$ cat config.mk
export PLATFORM = sky130hd
export DESIGN_NAME = rf_wport_arbiter
export DESIGN_NICKNAME = d
export VERILOG_FILES = /design/src/rtl/rf_arb_pkg.sv /design/src/rtl/rf_arb_fifo.sv /design/src/rtl/rf_wport_arbiter.sv
export SDC_FILE = /design/constraint.sdc
export NUM_CORES = 1
export LEC_CHECK = 0
export ABC_AREA = 1
export CORE_MARGIN = 10
export CORE_UTILIZATION = 49
export DETAILED_ROUTE_END_ITERATION = 12
export HOLD_SLACK_MARGIN = 0.02
export PLACE_DENSITY_LB_ADDON = 0.2
export SETUP_SLACK_MARGIN = 0.4
export SYNTH_ARGS = -nofsm -noshare
export SYNTH_HDL_FRONTEND = slang
export SYNTH_SLANG_ARGS = --single-unit
$ cat constraint.sdc
create_clock -name clk -period 2.8 [get_ports clk]
set_input_delay 0.56 -clock clk [delete_from_list [all_inputs] [get_ports clk]]
set_output_delay 0.56 -clock clk [all_outputs]
set_load 0.005 [all_outputs]
$ cat src/rtl/rf_arb_pkg.sv
// Shared types and constants for the regfile write-port arbiter.
// Holds the multi-cycle result entry layout and the register one-hot helper.
package rf_arb_pkg;

  localparam int REG_AW = 5;
  localparam int REG_DW = 32;
  localparam int NREG   = 32;

  typedef struct packed {
    logic [REG_AW-1:0] addr;
    logic [REG_DW-1:0] data;
  } mc_entry_t;

  // One-hot register mask; r0 maps to an empty mask so it is never tracked.
  function automatic logic [NREG-1:0] reg_onehot(input logic [REG_AW-1:0] a);
    logic [NREG-1:0] m;
    if (a == {REG_AW{1'b0}}) begin
      m = {NREG{1'b0}};
    end else begin
      m = {{(NREG-1){1'b0}}, 1'b1} << a;
    end
    return m;
  endfunction

endpackage

$ cat src/rtl/rf_arb_fifo.sv
// Circular buffer of multi-cycle results awaiting a free regfile write slot.
// DEPTH must be a power of two so the pointers wrap by natural overflow.
module rf_arb_fifo
  import rf_arb_pkg::*;
#(
  parameter int DEPTH = 2
) (
  input  logic                     clk,
  input  logic                     resetn,
  input  logic                     push,
  input  logic                     pop,
  input  mc_entry_t                din,
  output mc_entry_t                head,
  output logic [$clog2(DEPTH):0]   count,
  output logic                     empty
);

  localparam int AW = $clog2(DEPTH);
  localparam logic [AW:0] DEPTH_C = DEPTH[AW:0];

  mc_entry_t       mem_r [DEPTH];
  logic [AW-1:0]   wr_ptr_r;
  logic [AW-1:0]   rd_ptr_r;
  logic [AW:0]     count_r;
  logic            full_s;
  logic            push_s;
  logic            pop_s;

  assign full_s = (count_r == DEPTH_C);
  assign empty  = (count_r == {(AW+1){1'b0}});
  assign push_s = push && !full_s;
  assign pop_s  = pop && !empty;
  assign head   = mem_r[rd_ptr_r];
  assign count  = count_r;

  // Pointer, occupancy and storage update.
  always_ff @(posedge clk) begin
    if (!resetn) begin
      wr_ptr_r <= {AW{1'b0}};
      rd_ptr_r <= {AW{1'b0}};
      count_r  <= {(AW+1){1'b0}};
      for (int i = 0; i < DEPTH; i++) begin
        mem_r[i] <= '0;
      end
    end else begin
      if (push_s) begin
        mem_r[wr_ptr_r] <= din;
        wr_ptr_r        <= wr_ptr_r + AW'(1);
      end
      if (pop_s) begin
        rd_ptr_r <= rd_ptr_r + AW'(1);
      end
      case ({push_s, pop_s})
        2'b10:   count_r <= count_r + (AW+1)'(1);
        2'b01:   count_r <= count_r - (AW+1)'(1);
        default: count_r <= count_r;
      endcase
    end
  end

endmodule

$ cat src/rtl/rf_wport_arbiter.sv
// Regfile write-port arbiter: WB has priority, multi-cycle results queue and drain on free cycles.
// Optional macro RF_ARB_STARVE_EN adds a starvation counter that forces a one-cycle WB stall.
module rf_wport_arbiter
  import rf_arb_pkg::*;
#(
  parameter int DEPTH        = 2,
  parameter int STARVE_LIMIT = 8
) (
  input  logic              clk,
  input  logic              resetn,
  input  logic [3:0]        wb_we,
  input  logic [REG_AW-1:0] wb_waddr,
  input  logic [REG_DW-1:0] wb_wdata,
  input  logic              mc_valid,
  output logic              mc_ready,
  input  logic [REG_AW-1:0] mc_waddr,
  input  logic [REG_DW-1:0] mc_wdata,
  input  logic              sb_set,
  input  logic [REG_AW-1:0] sb_addr,
  input  logic [REG_AW-1:0] raddr1,
  input  logic [REG_AW-1:0] raddr2,
  output logic              hazard1,
  output logic              hazard2,
  output logic [NREG-1:0]   busy,
  output logic              sb_err,
  output logic              wb_stall,
  output logic [3:0]        rf_we,
  output logic [REG_AW-1:0] rf_waddr,
  output logic [REG_DW-1:0] rf_wdata
);

  localparam int CW = $clog2(DEPTH) + 1;
  localparam logic [CW-1:0] DEPTH_C = DEPTH[CW-1:0];

  mc_entry_t       head_s;
  mc_entry_t       din_s;
  logic [CW-1:0]   count_s;
  logic            empty_s;
  logic            wb_own_s;
  logic            push_s;
  logic            pop_s;
  logic [NREG-1:0] clr_mask_s;
  logic [NREG-1:0] set_mask_s;
  logic [NREG-1:0] busy_r;
  logic            sb_err_r;

  assign wb_own_s = (|wb_we) && (wb_waddr != {REG_AW{1'b0}});
  assign mc_ready = (count_s < DEPTH_C);
  assign push_s   = mc_valid && mc_ready;
  assign pop_s    = resetn && !wb_own_s && !empty_s;
  assign din_s    = '{addr: mc_waddr, data: mc_wdata};

  rf_arb_fifo #(.DEPTH(DEPTH)) u_fifo (
    .clk    (clk),
    .resetn (resetn),
    .push   (push_s),
    .pop    (pop_s),
    .din    (din_s),
    .head   (head_s),
    .count  (count_s),
    .empty  (empty_s)
  );

  // Write-port mux: WB first, then a non-r0 FIFO head, otherwise idle.
  always_comb begin
    rf_we    = 4'h0;
    rf_waddr = head_s.addr;
    rf_wdata = head_s.data;
    if (!resetn) begin
      rf_we = 4'h0;
    end else if (wb_own_s) begin
      rf_we    = wb_we;
      rf_waddr = wb_waddr;
      rf_wdata = wb_wdata;
    end else if (!empty_s && (head_s.addr != {REG_AW{1'b0}})) begin
      rf_we = 4'hF;
    end else begin
      rf_we = 4'h0;
    end
  end

  assign clr_mask_s = pop_s  ? reg_onehot(head_s.addr) : {NREG{1'b0}};
  assign set_mask_s = sb_set ? reg_onehot(sb_addr)     : {NREG{1'b0}};

  // Scoreboard: a same-cycle set overrides the drain clear; re-issuing to a busy register latches an error.
  always_ff @(posedge clk) begin
    if (!resetn) begin
      busy_r   <= {NREG{1'b0}};
      sb_err_r <= 1'b0;
    end else begin
      busy_r   <= (busy_r & ~clr_mask_s) | set_mask_s;
      sb_err_r <= sb_err_r | (|(set_mask_s & busy_r & ~clr_mask_s));
    end
  end

  assign busy    = busy_r;
  assign sb_err  = sb_err_r;
  assign hazard1 = busy_r[raddr1] && (raddr1 != {REG_AW{1'b0}});
  assign hazard2 = busy_r[raddr2] && (raddr2 != {REG_AW{1'b0}});

`ifdef RF_ARB_STARVE_EN
  localparam int SCW = $clog2(STARVE_LIMIT) + 1;
  localparam logic [SCW-1:0] STARVE_THR = SCW'(STARVE_LIMIT - 1);

  logic [SCW-1:0] starve_cnt_r;
  logic           stall_s;

  assign stall_s  = !empty_s && (starve_cnt_r >= STARVE_THR);
  assign wb_stall = stall_s;

  // Counts cycles the queued head has been blocked by WB; the stall cycle itself restarts it.
  always_ff @(posedge clk) begin
    if (!resetn) begin
      starve_cnt_r <= {SCW{1'b0}};
    end else if (pop_s || stall_s) begin
      starve_cnt_r <= {SCW{1'b0}};
    end else if (!empty_s && wb_own_s) begin
      starve_cnt_r <= starve_cnt_r + SCW'(1);
    end else begin
      starve_cnt_r <= starve_cnt_r;
    end
  end
`else
  assign wb_stall = 1'b0;
`endif

endmodule

# After elaboration in Yosys (flattened, before gate mapping)
# Memory sizes are Yosys's and may differ from the RTL's. A register that Yosys moved wholly into a read port is not among the register bits.
# Cells that the tools add are included.
# Widths: inputs -> output; s select.
# classes
add_sub_neg,4
n_lt_le_gt_ge,3
n_eq_ne,3
shift,2
muxes,25
bitwise_logic,6
n_reduce_logical,23
# ops
cell,count
$mux 32,6
$and 32x32->32,3
$shl 1x5->32 const A,2
$mux 37,1
$reduce_or 37->1,1
$not 32->32,1
$or 32x32->32,1
$reduce_or 32->1,1
$reduce_bool 5->1,4
$lt 5x6->1 const B,2
$mux 4,3
$bmux 1 s5,2
$logic_not 5->1,2
$mux 1,10
$mux 5,2
$logic_and 1x1->1,9
$eq 2x2->1 const B,2
$pmux 2 s2,1
$reduce_or 4->1,1
$logic_not 1->1,3
$add 1x1->1 const B,2
$add 2x1->2 const B,1
$eq 2x1->1 const B,1
$logic_not 2->1,1
4 further kinds,4
# word_totals
reg_bits,37
ram_bits,74
out_inout_bits,78
wordCells,72
n_memories,1
# mem_list
name,depth,word_bits,rd,rd_clocked_by_memory_dff,wr,line_no,text
u_fifo.mem_r,2,37,1,1,2,rf_arb_fifo.sv:21,mc_entry_t mem_r [DEPTH];

# Logic depth before layout (Yosys ltp)
# depth
depth_word,10
ltp_mapped,16

# Hierarchy
# A second synthesis with hierarchy kept.
# hier_totals
cells_unflattened,858
hier_area_um2,6830.3
# by_module_without_submodules
module,n_inst,cells_each,area_per_inst_um2,seq_area_each_um2
rf_arb_fifo,1,274,3489.6,2322.2
rf_wport_arbiter,1,584,3340.7,660.6

# Worst setup path after synthesis
# No wires, ideal clock.
# synth_path
path_type,input port to flip-flop
start,input resetn
end,memory u_fifo.mem_r[1][0] (netlist bit) (enable)
setup_time_ps,511
arrival_ps,2070
path_slack_ps,219
path_stages,5
cell_sequence,buf_4 -> nand4_1 -> clkbuf_1 -> clkbuf_1 -> nand2_1
# synth_rtl
element,line_no,text
"start, declared",rf_wport_arbiter.sv:10,"input logic resetn,"
"end, declared",rf_arb_fifo.sv:21,

# Final worst setup path
# layout_path
start,input wb_we[2]
end,output rf_wdata[15]
# layout_via
elab_chain_len,4
# layout_rtl
element,line_no,text
"start, declared",rf_wport_arbiter.sv:11,"input logic [3:0] wb_we,"
$reduce_or 4->1,rf_wport_arbiter.sv:47,assign wb_own_s = (|wb_we) && (wb_waddr != {REG_AW{1'b0}});
$logic_and 1x1->1,rf_wport_arbiter.sv:47,
$mux 32,rf_wport_arbiter.sv:71,end else if (wb_own_s) begin
$mux 32,rf_wport_arbiter.sv:69,if (!resetn) begin
"end, declared",rf_wport_arbiter.sv:29,output logic [REG_DW-1:0] rf_wdata
# Every way passes these cells.

==> results.yml <==
setup_path:
  r2r_cells: 15
  cp_data_required_time_ns: 2.24
  setup.worst_path.start_class: "input pin"
  worst-path-max-fanout: 8
  critPathKind: "input pin to output pin"
  crit_start: "wb_we[2]"
  crit-reg2reg-capture: "sb_err$_SDFF_PN0_"
  critical_path_arrival_ns: 1.84
  endpoint_kind: "output pin"
  ff2ff_setup_slack_ns: 0.66
timing:
  rsz0062_at_grt: "true"
  sum_of_negative_setup_slack_ns: 0
  maxClockFrequency_ghz: 0.417
  layout_worst_path_cycle_share: 0.857
  finalMaxSlewViolations: 0
  finalSetupViolCount: 0
  finalHoldViolCount: 0
  hold_ws_ns: 0.477
  clock-skew-final_ns: 0.00727
  tightest_slew_ns: 0.502
  finalWorstPathRequiredPeriod_ns: 2.40
  slew_headroom: 0.665
synthesis:
  postSynthRegisterBits: 112
  post_synth_inst_count: 893
  async_flop_share: 0
  yosys.cell_types.count: 31
  yosysWarnings: 0
  primary_flip_flop_cell_chosen_by_synthesis_mapping: "edfxtp_1"
  syn_nets: 991
  number_of_enable_flip_flop_cells_after_synthesis: 74
  synth.cell_area_sq_um: 6380
  syn_avg_cell_area_sq_um: 7.15
  yosysSeqAreaShare: 0.467
placed_design:
  port_buffers: 173
  gp_congestion: 0.937
  dpl.cell_count: 1237
  post-dp-hpwl_um: 15900
floorplan:
  core-area_sq_um: 12700
  num_rows: 41
  io_pins: 175
  die-area_sq_um: 18000
  initial_utilization: 0.504
  die_width_um: 134
  fp.dieH_um: 134
drt:
  routed_via_density: 5.40
  wirelength_um: 23300
  wl_per_cell_um: 18.2
  first_pass_iters: 5
  final_antenna_net_count: 0
  post-route-drc-count: 0
  detailedRoute.firstIterationViolations: 675
  via_total_after_detailed_routing: 6913
global_routing:
  first_global_vias: 6582
  grt_pass1_wl_um: 35200
  largest_net_degree_at_the_start_of_global_routing: 38
  grtUsageTotal: 0.247
  grt_antenna_before_repair: 1
  grt_overflow: 0
finish:
  fillerInstances: 1007
  final_net_count: 1201
  post_route_cells_drive_above_1_share: 0.185
  seq_area_sq_um: 2990
  multiInputGateArea_sq_um: 2950
  stdcell_count: 1281
  p_r_area_growth_vs_syn_pct: 44.2
  post-route-util: 0.726
hold_path:
  hp_class: "flop to flop"
  min_delay_path_depth: 2
  hold_ep: "busy[14]$_SDFF_PN0_"
  worst_hold_startpoint: "busy[14]$_SDFF_PN0_"
clocking:
  cts_htree_levels: 3
  cts-root-to-sink-buffers: 2
  clock_sink_count: 112
  cts-buffers-inserted: 9
  clk_pin_slew_worst_paths_ns: 0.07
  ctsRootBufferMaster: "clkbuf_16"
  tritoncts: "done"
  cts_hold_buf: 0
  insertion_delay_ns: 0.35
power_and_ir_drop:
  vdd_drop_max_v: 0.000327
  power_leakage_nw: 3.85
  p_per_area_nw_per_um2: 449
status:
  status: "completed"
flow_run:
  max_cap_viol_count: 0
stage by stage:
stage	total power [mW]	worst slack [ns]	instance area, sq um
2_1_floorplan	2.29	0.568	6390
4_1_cts	4.10	0.240	9050
3_3_place_gp	2.73	-0.280	8520
5_1_grt	4.29	0.361	9200
6_report	4.13	0.401	9200
3_5_place_dp	2.75	-0.355	8520
metal layers:
metal / global-route usage / wire, um / up-vias
met5: 0 / 0 / -
met4: 0.0762 / 427 / 0
met3: 0.0724 / 2240 / 41
met2: 0.399 / 11000 / 357
met1: 0.311 / 9550 / 3200
li1: - / - / 3315
flip-flops by register name, summed over array words and instances, names as in the netlist, named ones only:
signal / count
u_fifo.count: 2
u_fifo.rd_ptr_r: 1
busy: 32
sb_err: 1
u_fifo.wr_ptr_r: 1
u_fifo.mem_r: 74
worst max-delay path, stage by stage:
cell and delay [ns]:
buf_8 0.10, nor2_4 0.12, nand3_2 0.07, nand2_2 0.10, nor2_4 0.05, clkinv_4 0.09, buf_12 0.12, buf_12 0.10
buf_16 0.15, nor2_4 0.05, a31oi_1 0.16, buf_2 0.15
layout by cell type, fill, tap and decap left out, drive strengths merged, types with 2 or more instances in the layout:
cell	count
nand2	220
nor2	188
buf	119
clkdlybuf4s50	114
inv	108
edfxtp	74
a21oi	63
nand3	63
o21ai	43
dfxtp	38
a31oi	35
clkbuf	16
clkinv	6
nand4	5
o211ai	4
dlygate4sd2	2
kinds of logic (layout without fill, tap and decap cells):
group	Yosys count	after routing	share of synthesized area
AND/OR/NAND/NOR	478	478	0.307
AO/OA/AOI/OAI	147	147	0.124
other	1	2	0.000588
flip-flops	112	112	0.467
buffers and inverters	153	368	0.0976
XOR/XNOR	1	1	0.00137
adder cells (fa/ha/maj)	1	1	0.00196
area by class of cell:
cell class	count	area share
antenna	1	0.000272
clock buffer	11	0.0264
clock inverter	5	0.00694
inverter	110	0.0465
multi-input combinational	628	0.321
sequential	112	0.325
tap	172	0.0234
timing repair buffer	242	0.251
where the power goes:
part / switching [mW] / internal, mW
Clock: 0.609 / 0.730
Combinational: 0.474 / 0.418
Sequential: 0.0389 / 1.86
how the worst max path moves through the flow:
stage,end,cells after the start
after floorplan,u_fifo.mem_r[1][0]$_SDFFCE_PN0P_,5
after global placement,rf_we[1],9
after detailed placement,rf_wdata[14],10
after CTS,rf_we[1],11
after global routing,rf_wdata[15],12
final,rf_wdata[15],12
Yosys cell counts (2+ instances only):
master,n,area share
clkinv_1,3,0.0018
inv_2,4,0.0024
a31oi_1,35,0.034
nand2_4,2,0.0035
nor2_1,183,0.11
nand3_1,62,0.049
nand4_1,5,0.0049
a21oi_1,63,0.049
buf_6,3,0.0053
buf_1,4,0.0024
dfxtp_1,38,0.12
buf_2,4,0.0031
edfxtp_1,74,0.35
clkbuf_1,27,0.016
buf_4,5,0.0059
o21ai_0,43,0.034
o211ai_1,4,0.0047
nand2_1,208,0.12
inv_1,102,0.060
nor2_2,3,0.0029
nor2_4,2,0.0035
nand2_2,10,0.0098
what timing repair did:
item,4_1_cts,5_1_grt
gates resized for setup,244,76
setup endpoints to repair,43,44
cloned,7,1
pin swaps,13,15
setup buffers,12,7
(Power assumes the default switching activity.)
